--- config.mk ---
export PLATFORM = sky130hd
export DESIGN_NAME = sha256_msg_schedule
export DESIGN_NICKNAME = d
export VERILOG_FILES = /design/src/rtl/sha256_msg_schedule.sv
export SDC_FILE = /design/constraint.sdc
export NUM_CORES = 2
export LEC_CHECK = 0
export CORE_MARGIN = 2
export CORE_UTILIZATION = 53
export CTS_BUF_LIST = sky130_fd_sc_hd__clkbuf_4 sky130_fd_sc_hd__clkbuf_8 sky130_fd_sc_hd__clkbuf_16
export DETAILED_ROUTE_END_ITERATION = 6
export HOLD_SLACK_MARGIN = 0.05
export PLACE_DENSITY_LB_ADDON = 0.1
export SLEW_MARGIN = 20
export SYNTH_ARGS = -nofsm -noshare
export SYNTH_HDL_FRONTEND = slang
export SYNTH_SLANG_ARGS = --single-unit
--- constraint.sdc ---
create_clock -name clk -period 4.45 [get_ports clk]
set_input_delay 1.335 -clock clk [delete_from_list [all_inputs] [get_ports clk]]
set_output_delay 1.335 -clock clk [all_outputs]
set_load 0.03 [all_outputs]
--- src/rtl/sha256_msg_schedule.sv ---
// SHA-256 message-schedule feeder: loads one 512-bit block, then streams W0..W63
// with the matching round constants K0..K63, one pair per cycle, to the compression stage.
module sha256_msg_schedule (
    input  logic         clk,
    input  logic         n_rst,
    input  logic         start,
    input  logic [511:0] block_in,
    output logic [31:0]  w_out,
    output logic [31:0]  k_out,
    output logic         round_en,
    output logic [5:0]   round_idx,
    output logic         busy,
    output logic         done
);

    typedef enum logic [1:0] {StIdle, StRun, StDone} state_e;

    state_e      state_q, state_d;
    logic [5:0]  cnt_q, cnt_d;
    logic [31:0] win_q [16];
    logic [31:0] win_d [16];
    logic [31:0] w_new;

    // Small sigma functions of the message expansion.
    function automatic logic [31:0] ssig0(input logic [31:0] x);
        return {x[6:0], x[31:7]} ^ {x[17:0], x[31:18]} ^ {3'b000, x[31:3]};
    endfunction

    function automatic logic [31:0] ssig1(input logic [31:0] x);
        return {x[16:0], x[31:17]} ^ {x[18:0], x[31:19]} ^ {10'd0, x[31:10]};
    endfunction

    // Round-constant ROM: first 32 bits of the fractional parts of the cube roots of
    // the first 64 primes.
    function automatic logic [31:0] k_rom(input logic [5:0] idx);
        logic [31:0] k;
        k = '0;
        case (idx)
            6'd0:  k = 32'h428a2f98;
            6'd1:  k = 32'h71374491;
            6'd2:  k = 32'hb5c0fbcf;
            6'd3:  k = 32'he9b5dba5;
            6'd4:  k = 32'h3956c25b;
            6'd5:  k = 32'h59f111f1;
            6'd6:  k = 32'h923f82a4;
            6'd7:  k = 32'hab1c5ed5;
            6'd8:  k = 32'hd807aa98;
            6'd9:  k = 32'h12835b01;
            6'd10: k = 32'h243185be;
            6'd11: k = 32'h550c7dc3;
            6'd12: k = 32'h72be5d74;
            6'd13: k = 32'h80deb1fe;
            6'd14: k = 32'h9bdc06a7;
            6'd15: k = 32'hc19bf174;
            6'd16: k = 32'he49b69c1;
            6'd17: k = 32'hefbe4786;
            6'd18: k = 32'h0fc19dc6;
            6'd19: k = 32'h240ca1cc;
            6'd20: k = 32'h2de92c6f;
            6'd21: k = 32'h4a7484aa;
            6'd22: k = 32'h5cb0a9dc;
            6'd23: k = 32'h76f988da;
            6'd24: k = 32'h983e5152;
            6'd25: k = 32'ha831c66d;
            6'd26: k = 32'hb00327c8;
            6'd27: k = 32'hbf597fc7;
            6'd28: k = 32'hc6e00bf3;
            6'd29: k = 32'hd5a79147;
            6'd30: k = 32'h06ca6351;
            6'd31: k = 32'h14292967;
            6'd32: k = 32'h27b70a85;
            6'd33: k = 32'h2e1b2138;
            6'd34: k = 32'h4d2c6dfc;
            6'd35: k = 32'h53380d13;
            6'd36: k = 32'h650a7354;
            6'd37: k = 32'h766a0abb;
            6'd38: k = 32'h81c2c92e;
            6'd39: k = 32'h92722c85;
            6'd40: k = 32'ha2bfe8a1;
            6'd41: k = 32'ha81a664b;
            6'd42: k = 32'hc24b8b70;
            6'd43: k = 32'hc76c51a3;
            6'd44: k = 32'hd192e819;
            6'd45: k = 32'hd6990624;
            6'd46: k = 32'hf40e3585;
            6'd47: k = 32'h106aa070;
            6'd48: k = 32'h19a4c116;
            6'd49: k = 32'h1e376c08;
            6'd50: k = 32'h2748774c;
            6'd51: k = 32'h34b0bcb5;
            6'd52: k = 32'h391c0cb3;
            6'd53: k = 32'h4ed8aa4a;
            6'd54: k = 32'h5b9cca4f;
            6'd55: k = 32'h682e6ff3;
            6'd56: k = 32'h748f82ee;
            6'd57: k = 32'h78a5636f;
            6'd58: k = 32'h84c87814;
            6'd59: k = 32'h8cc70208;
            6'd60: k = 32'h90befffa;
            6'd61: k = 32'ha4506ceb;
            6'd62: k = 32'hbef9a3f7;
            6'd63: k = 32'hc67178f2;
            default: k = '0;
        endcase
        return k;
    endfunction

    // Next schedule word W_{t+16} from the current window (single-cycle adder tree).
    always_comb begin
        w_new = ssig1(win_q[14]) + win_q[9] + ssig0(win_q[1]) + win_q[0];
    end

    // Next-state logic: capture on start in idle, slide the window every run cycle.
    always_comb begin
        state_d = state_q;
        cnt_d   = cnt_q;
        win_d   = win_q;
        case (state_q)
            StIdle: begin
                if (start) begin
                    state_d = StRun;
                    cnt_d   = 6'd0;
                    for (int j = 0; j < 16; j++) begin
                        win_d[j] = block_in[511 - 32*j -: 32];
                    end
                end
            end
            StRun: begin
                for (int j = 0; j < 15; j++) begin
                    win_d[j] = win_q[j+1];
                end
                win_d[15] = w_new;
                cnt_d     = cnt_q + 6'd1;
                if (cnt_q == 6'd63) begin
                    state_d = StDone;
                end
            end
            StDone: begin
                state_d = StIdle;
            end
            default: begin
                state_d = StIdle;
            end
        endcase
    end

    // State, counter and window registers with asynchronous active-low reset.
    always_ff @(posedge clk or negedge n_rst) begin
        if (!n_rst) begin
            state_q <= StIdle;
            cnt_q   <= 6'd0;
            for (int j = 0; j < 16; j++) begin
                win_q[j] <= 32'd0;
            end
        end else begin
            state_q <= state_d;
            cnt_q   <= cnt_d;
            for (int j = 0; j < 16; j++) begin
                win_q[j] <= win_d[j];
            end
        end
    end

    // Outputs decoded purely from registered state; zero outside the run.
    always_comb begin
        w_out     = 32'd0;
        k_out     = 32'd0;
        round_en  = 1'b0;
        round_idx = 6'd0;
        busy      = (state_q != StIdle);
        done      = (state_q == StDone);
        if (state_q == StRun) begin
            w_out     = win_q[0];
            k_out     = k_rom(cnt_q);
            round_en  = 1'b1;
            round_idx = cnt_q;
        end
    end

endmodule

Word level (Yosys, flattened, before mapping)
Memories as Yosys holds them, arrays and structs flattened.
Index checks and enable logic that the tools add are counted.
{"block": "op_classes", "add_sub_neg": 4, "n_eq_ne": 5, "mux": 11, "bitwise_logic": 4, "reduce_logical": 5}
{"op": "$pmux W512 S2", "n": 1}
{"op": "$mux W512", "n": 1}
{"op": "$add A32 B32 Y32", "n": 3}
{"op": "$mux W32", "n": 2}
{"op": "$xor A32 B32 Y32", "n": 2}
{"op": "$xor A32 B22 Y32", "n": 1}
{"op": "$xor A32 B29 Y32", "n": 1}
{"op": "$mux W6", "n": 2}
{"op": "$pmux W6 S2", "n": 1}
{"op": "$add A6 B1 Y6 const B", "n": 1}
{"op": "$eq A6 B6 Y1 const B", "n": 1}
{"op": "$mux W2", "n": 2}
{"op": "$ne A2 B2 Y1 const B", "n": 2}
{"op": "$pmux W2 S2", "n": 1}
{"op": "$reduce_and A2 Y1", "n": 2}
{"op": "$reduce_bool A2 Y1", "n": 2}
{"op": "$eq A2 B1 Y1 const B", "n": 1}
{"op": "$eq A2 B2 Y1 const B", "n": 1}
{"op": "$logic_not A2 Y1", "n": 1}
{"op": "$mux W1", "n": 1}
{"block": "totals", "regBits": 520, "rom_bits": 2048, "input_bits": 515, "elab_cells": 48, "mem_count": 1}
{"memory": "(no name shown)", "depth": 64, "width": 32, "rd": 1, "rd_clocked_by_memory_dff": 0, "wr": 0, "line_no": "38", "source": "case (idx)"}

Longest topological paths before layout
{"block": "depth", "word_depth": 6, "depth_mapped": 16}

Worst setup path after synthesis
OpenSTA, ideal clock, no wires.
{"block": "synth_path", "path_type": "register -> output", "from": "register cnt_q[1]", "to": "output k_out[28]", "t_arrival_ns": 3.047, "required_ns": 3.115, "path_slack_ns": 0.068, "stages_incl_launch_ff": 8, "path_buffers": 1, "cell_sequence": "dfrtp_1 -> clkinv_1 -> ha_1 -> clkbuf_1 -> nor2_1 -> a211oi_1 -> nor4_1 -> nor4_1"}
{"block": "synth_via", "elab_chain_cells": 2}
{"element": "from (decl)", "line_no": "19", "source": "logic [5:0] cnt_q, cnt_d;"}
{"element": "from (signal assigned)", "line_no": "157", "source": "cnt_q <= cnt_d;"}
{"element": "$mem_v2 Z64 W32"}
{"element": "$mux W32", "line_no": "172", "source": "if (state_q == StRun) begin"}
{"element": "to (decl)", "line_no": "9", "source": "output logic [31:0] k_out,"}
Every way passes these cells.

Final worst setup path
{"block": "layout_path", "from": "register cnt_q[3]", "to": "output k_out[22]"}
Same word-level chain as after synthesis.

==> results.sh <==
export IMPL_synth_cell_types=70
export IMPL_start_kind="register"
export IMPL_rsz0062_at_grt="yes"
export IMPL_grt_busiest_layer="met2"
export IMPL_cts_tree="built"
export IMPL_r2r_start="win_q[52]$_DFFE_PN0P_"
export IMPL_io_buffers=587
export IMPL_status="finished, violations left"
export IMPL_failed_checks="DRC"
export IMPL_layout_nets=4605
export IMPL_syn_area_um2=30200
export IMPL_use_met3=0.0900
export IMPL_end_kind="output port"
export IMPL_drtPass1Iterations=7
export IMPL_avgSynthCellArea_um2=8.47
export IMPL_synth_cells=3564
export IMPL_drt_iter0_drc=4275
export IMPL_cts_max_level=2
export IMPL_ys_ff_latch=520
export IMPL_vias_per_cell=6.28
export IMPL_min_period_ps=4410
export IMPL_synth_edf_count=0
export IMPL_clock_root_buffer="clkbuf_16"
export IMPL_timing_slew_headroom=0.265
export IMPL_grt_pass1_vias=28700
export IMPL_netlist_top_cells_area="dfrtp_1 (43%), a22oi_1 (9.2%), nand2_1 (8.2%)"
export IMPL_worstPathMaxFanout=72
export IMPL_finalHoldViolCount=0
export IMPL_place_gp_congestion=1.01
export IMPL_numCtsBuffers=53
export IMPL_hold_buffers=0
export IMPL_core_area_um2=56400
export IMPL_finalMaxSlewViolations=0
export IMPL_endpoint="k_out[22]"
export IMPL_drive_gt1_frac=0.0734
export IMPL_grt_util_met2=0.637
export IMPL_ios=588
export IMPL_die_area_um2=58900
export IMPL_start_util=0.535
export IMPL_drt_drc_violations_left=4
export IMPL_yosys_warnings=0
export IMPL_critPathKind="register to output port"
export IMPL_grt_max_degree=225
export IMPL_setup_slack_ps=38.3
export IMPL_die_w_um=243
export IMPL_period_share=0.991
export IMPL_hp_class="register to register"
export IMPL_cp_startpoint="cnt_q[3]$_DFFE_PN0P_"
export IMPL_cap_violations=0
export IMPL_worstReg2RegEnd="win_q[22]$_DFFE_PN0P_"
export IMPL_synthArstFlopShare=1.00
export IMPL_seq_area_frac_synth=0.431
export IMPL_cts_sinks=520
export IMPL_fmax_mhz=227
export IMPL_ant_nets=0
export IMPL_dp_slack_ps=72.1
export IMPL_die_h_um=243
export IMPL_grt_remaining_overflow=0
export IMPL_tightest_slew_ps=1100
export IMPL_wl_per_cell_um=25.9
export IMPL_syn_nets=4190
export IMPL_rows=87
export IMPL_wl_um=124000
export IMPL_grt_pass1_wl_um=184000
export IMPL_dp_cells=4679
export IMPL_clk_pin_slew_ps=60
export IMPL_grt_util_met1=0.561
export IMPL_yosys_most_used_dff="dfrtp_1"
export IMPL_fin_skew_ps=17.2
export IMPL_synth_top_cell_area_share=0.431
export IMPL_cp_data_required_time_ps=3120
export IMPL_finalNonFillerCells=4790
export IMPL_synthToLayoutAreaGrowth_pct=28.6
export IMPL_antenna_found_initial=20
export IMPL_vias=30100
export IMPL_clk_latency_ps=610
export IMPL_synth_top_cell_by_area="dfrtp_1"
export IMPL_rr_worst_depth=15
export IMPL_clk_path_buf_depth=3
export IMPL_setup_viol=0
export IMPL_grt_use_total=0.413
export IMPL_arrival_ps=3080
export IMPL_hpwl_um=91400
export IMPL_rrSetupSlack_ps=140
==> Yosys cell counts, types with 3 or more instances <==
cell type / count
a21o_1: 10
o2111ai_1: 3
nand4b_1: 4
o21a_1: 8
xnor2_1: 89
o311ai_0: 8
mux2i_1: 3
nor3_1: 23
buf_1: 24
buf_2: 32
o21bai_1: 5
and2_1: 9
and3_1: 7
o31a_1: 3
nand2b_1: 9
o31ai_1: 7
clkbuf_1: 293
a21oi_1: 138
a311oi_1: 10
a31oi_1: 121
dfrtp_1: 520
a22oi_1: 368
o22ai_1: 46
nand2_1: 662
ha_1: 49
a211oi_1: 44
inv_1: 134
o21ai_0: 450
o311a_1: 4
or2_2: 4
a221oi_1: 7
xor2_1: 55
o211ai_1: 9
o22a_1: 5
clkinv_1: 5
nor2_1: 250
fa_1: 62
nor2b_1: 12
nor3b_1: 5
nand4_1: 8
nand3_1: 21
==> per-stage QoR <==
stage / setup TNS, ps / utilization / hold WS, ps / cell area, µm²
after global routing: -75.0 / 0.688 / 499 / 38800
final: 0 / 0.688 / 481 / 38800
after CTS: 0 / 0.686 / 483 / 38700
after global placement: 0 / 0.654 / 461 / 36900
after detailed placement: 0 / 0.654 / 470 / 36900
after floorplan: 0 / - / 450 / 30200
==> layer usage <==
| layer | routed length (µm) | part of all wire |
|---|---|---|
| met1 | 48600 | 0.39 |
| met5 | 59 | 0.00048 |
| met2 | 56400 | 0.46 |
| met3 | 13000 | 0.10 |
| met4 | 5970 | 0.048 |
==> cells by family after synthesis <==
kind of cell / Yosys count / share of synthesized area
muxes: 7 / 0.00323
buffers and inverters: 488 / 0.0620
adders and majority gates: 111 / 0.0614
DFF: 520 / 0.431
AOI/OAI and AO/OA: 1269 / 0.264
xor gates and xnor gates: 144 / 0.0418
and+or+nand+nor: 1025 / 0.136
==> area by class of cell <==
type / count / area (µm²)
Fill cell: 4729 / 17600
Multi-Input combinational cell: 2556 / 15400
Sequential cell: 520 / 13000
Timing Repair Buffer: 709 / 7050
Clock buffer: 77 / 1570
Tap cell: 756 / 946
Inverter: 139 / 533
Clock inverter: 16 / 229
Antenna cell: 17 / 42.5
==> placed cells by master (no fill, tap or decap), types with 8 or more instances in the layout <==
master and n:
fa_1 62, nor3_1 23, o211ai_1 9, o22ai_1 46, o21ai_0 448, o311ai_0 8, nand2_1 661, a22oi_1 368
inv_1 132, nor2b_1 11, and2_1 9, clkbuf_8 10, xnor2_1 86, diode_2 17, nor2_1 244, a21oi_1 137
a31oi_1 120, nand4_1 8, clkdlybuf4s50_1 554, a311oi_1 10, a211oi_1 42, ha_1 44, o21a_1 8, clkbuf_16 53
a21o_1 10, dfrtp_1 514, buf_12 26, nand3_1 21, buf_4 125, clkbuf_4 14, xor2_1 54
==> state kept, by name, indices dropped and copies added (netlist names) <==
| name | cells |
|---|---|
| cnt_q | 6 |
| state_q | 2 |
| win_q | 512 |
==> critical path: stages (launching register included) <==
cell and delay, ps:
dfrtp_2 410, buf_12 280, buf_4 270, nand2_1 200, a21oi_1 370, o21ai_0 170
o211a_1 180, a211oi_1 300, buf_4 220
==> worst min-delay path by stage <==
stage,start,endpoint,slack (ps),cells after the start
detailed placement,win_q[297]$_DFFE_PN0P_,win_q[297]$_DFFE_PN0P_,470,2
finish,win_q[321]$_DFFE_PN0P_,win_q[321]$_DFFE_PN0P_,480,2
global route,win_q[248]$_DFFE_PN0P_,win_q[248]$_DFFE_PN0P_,500,2
CTS,win_q[297]$_DFFE_PN0P_,win_q[297]$_DFFE_PN0P_,480,2
floorplan,win_q[0]$_DFFE_PN0P_,win_q[0]$_DFFE_PN0P_,450,2
global placement,win_q[251]$_DFFE_PN0P_,win_q[251]$_DFFE_PN0P_,460,2
==> timing repair <==
| action | CTS | global route |
|---|---|---|
| pin swaps | 0 | 1 |
| setup endpoints to repair | 13 | 33 |
| buffers inserted | 0 | 1 |
| resized for setup | 9 | 20 |
Power is not shown: default switching activity piles up to over one toggle a cycle in this logic, so the estimate is an artifact.
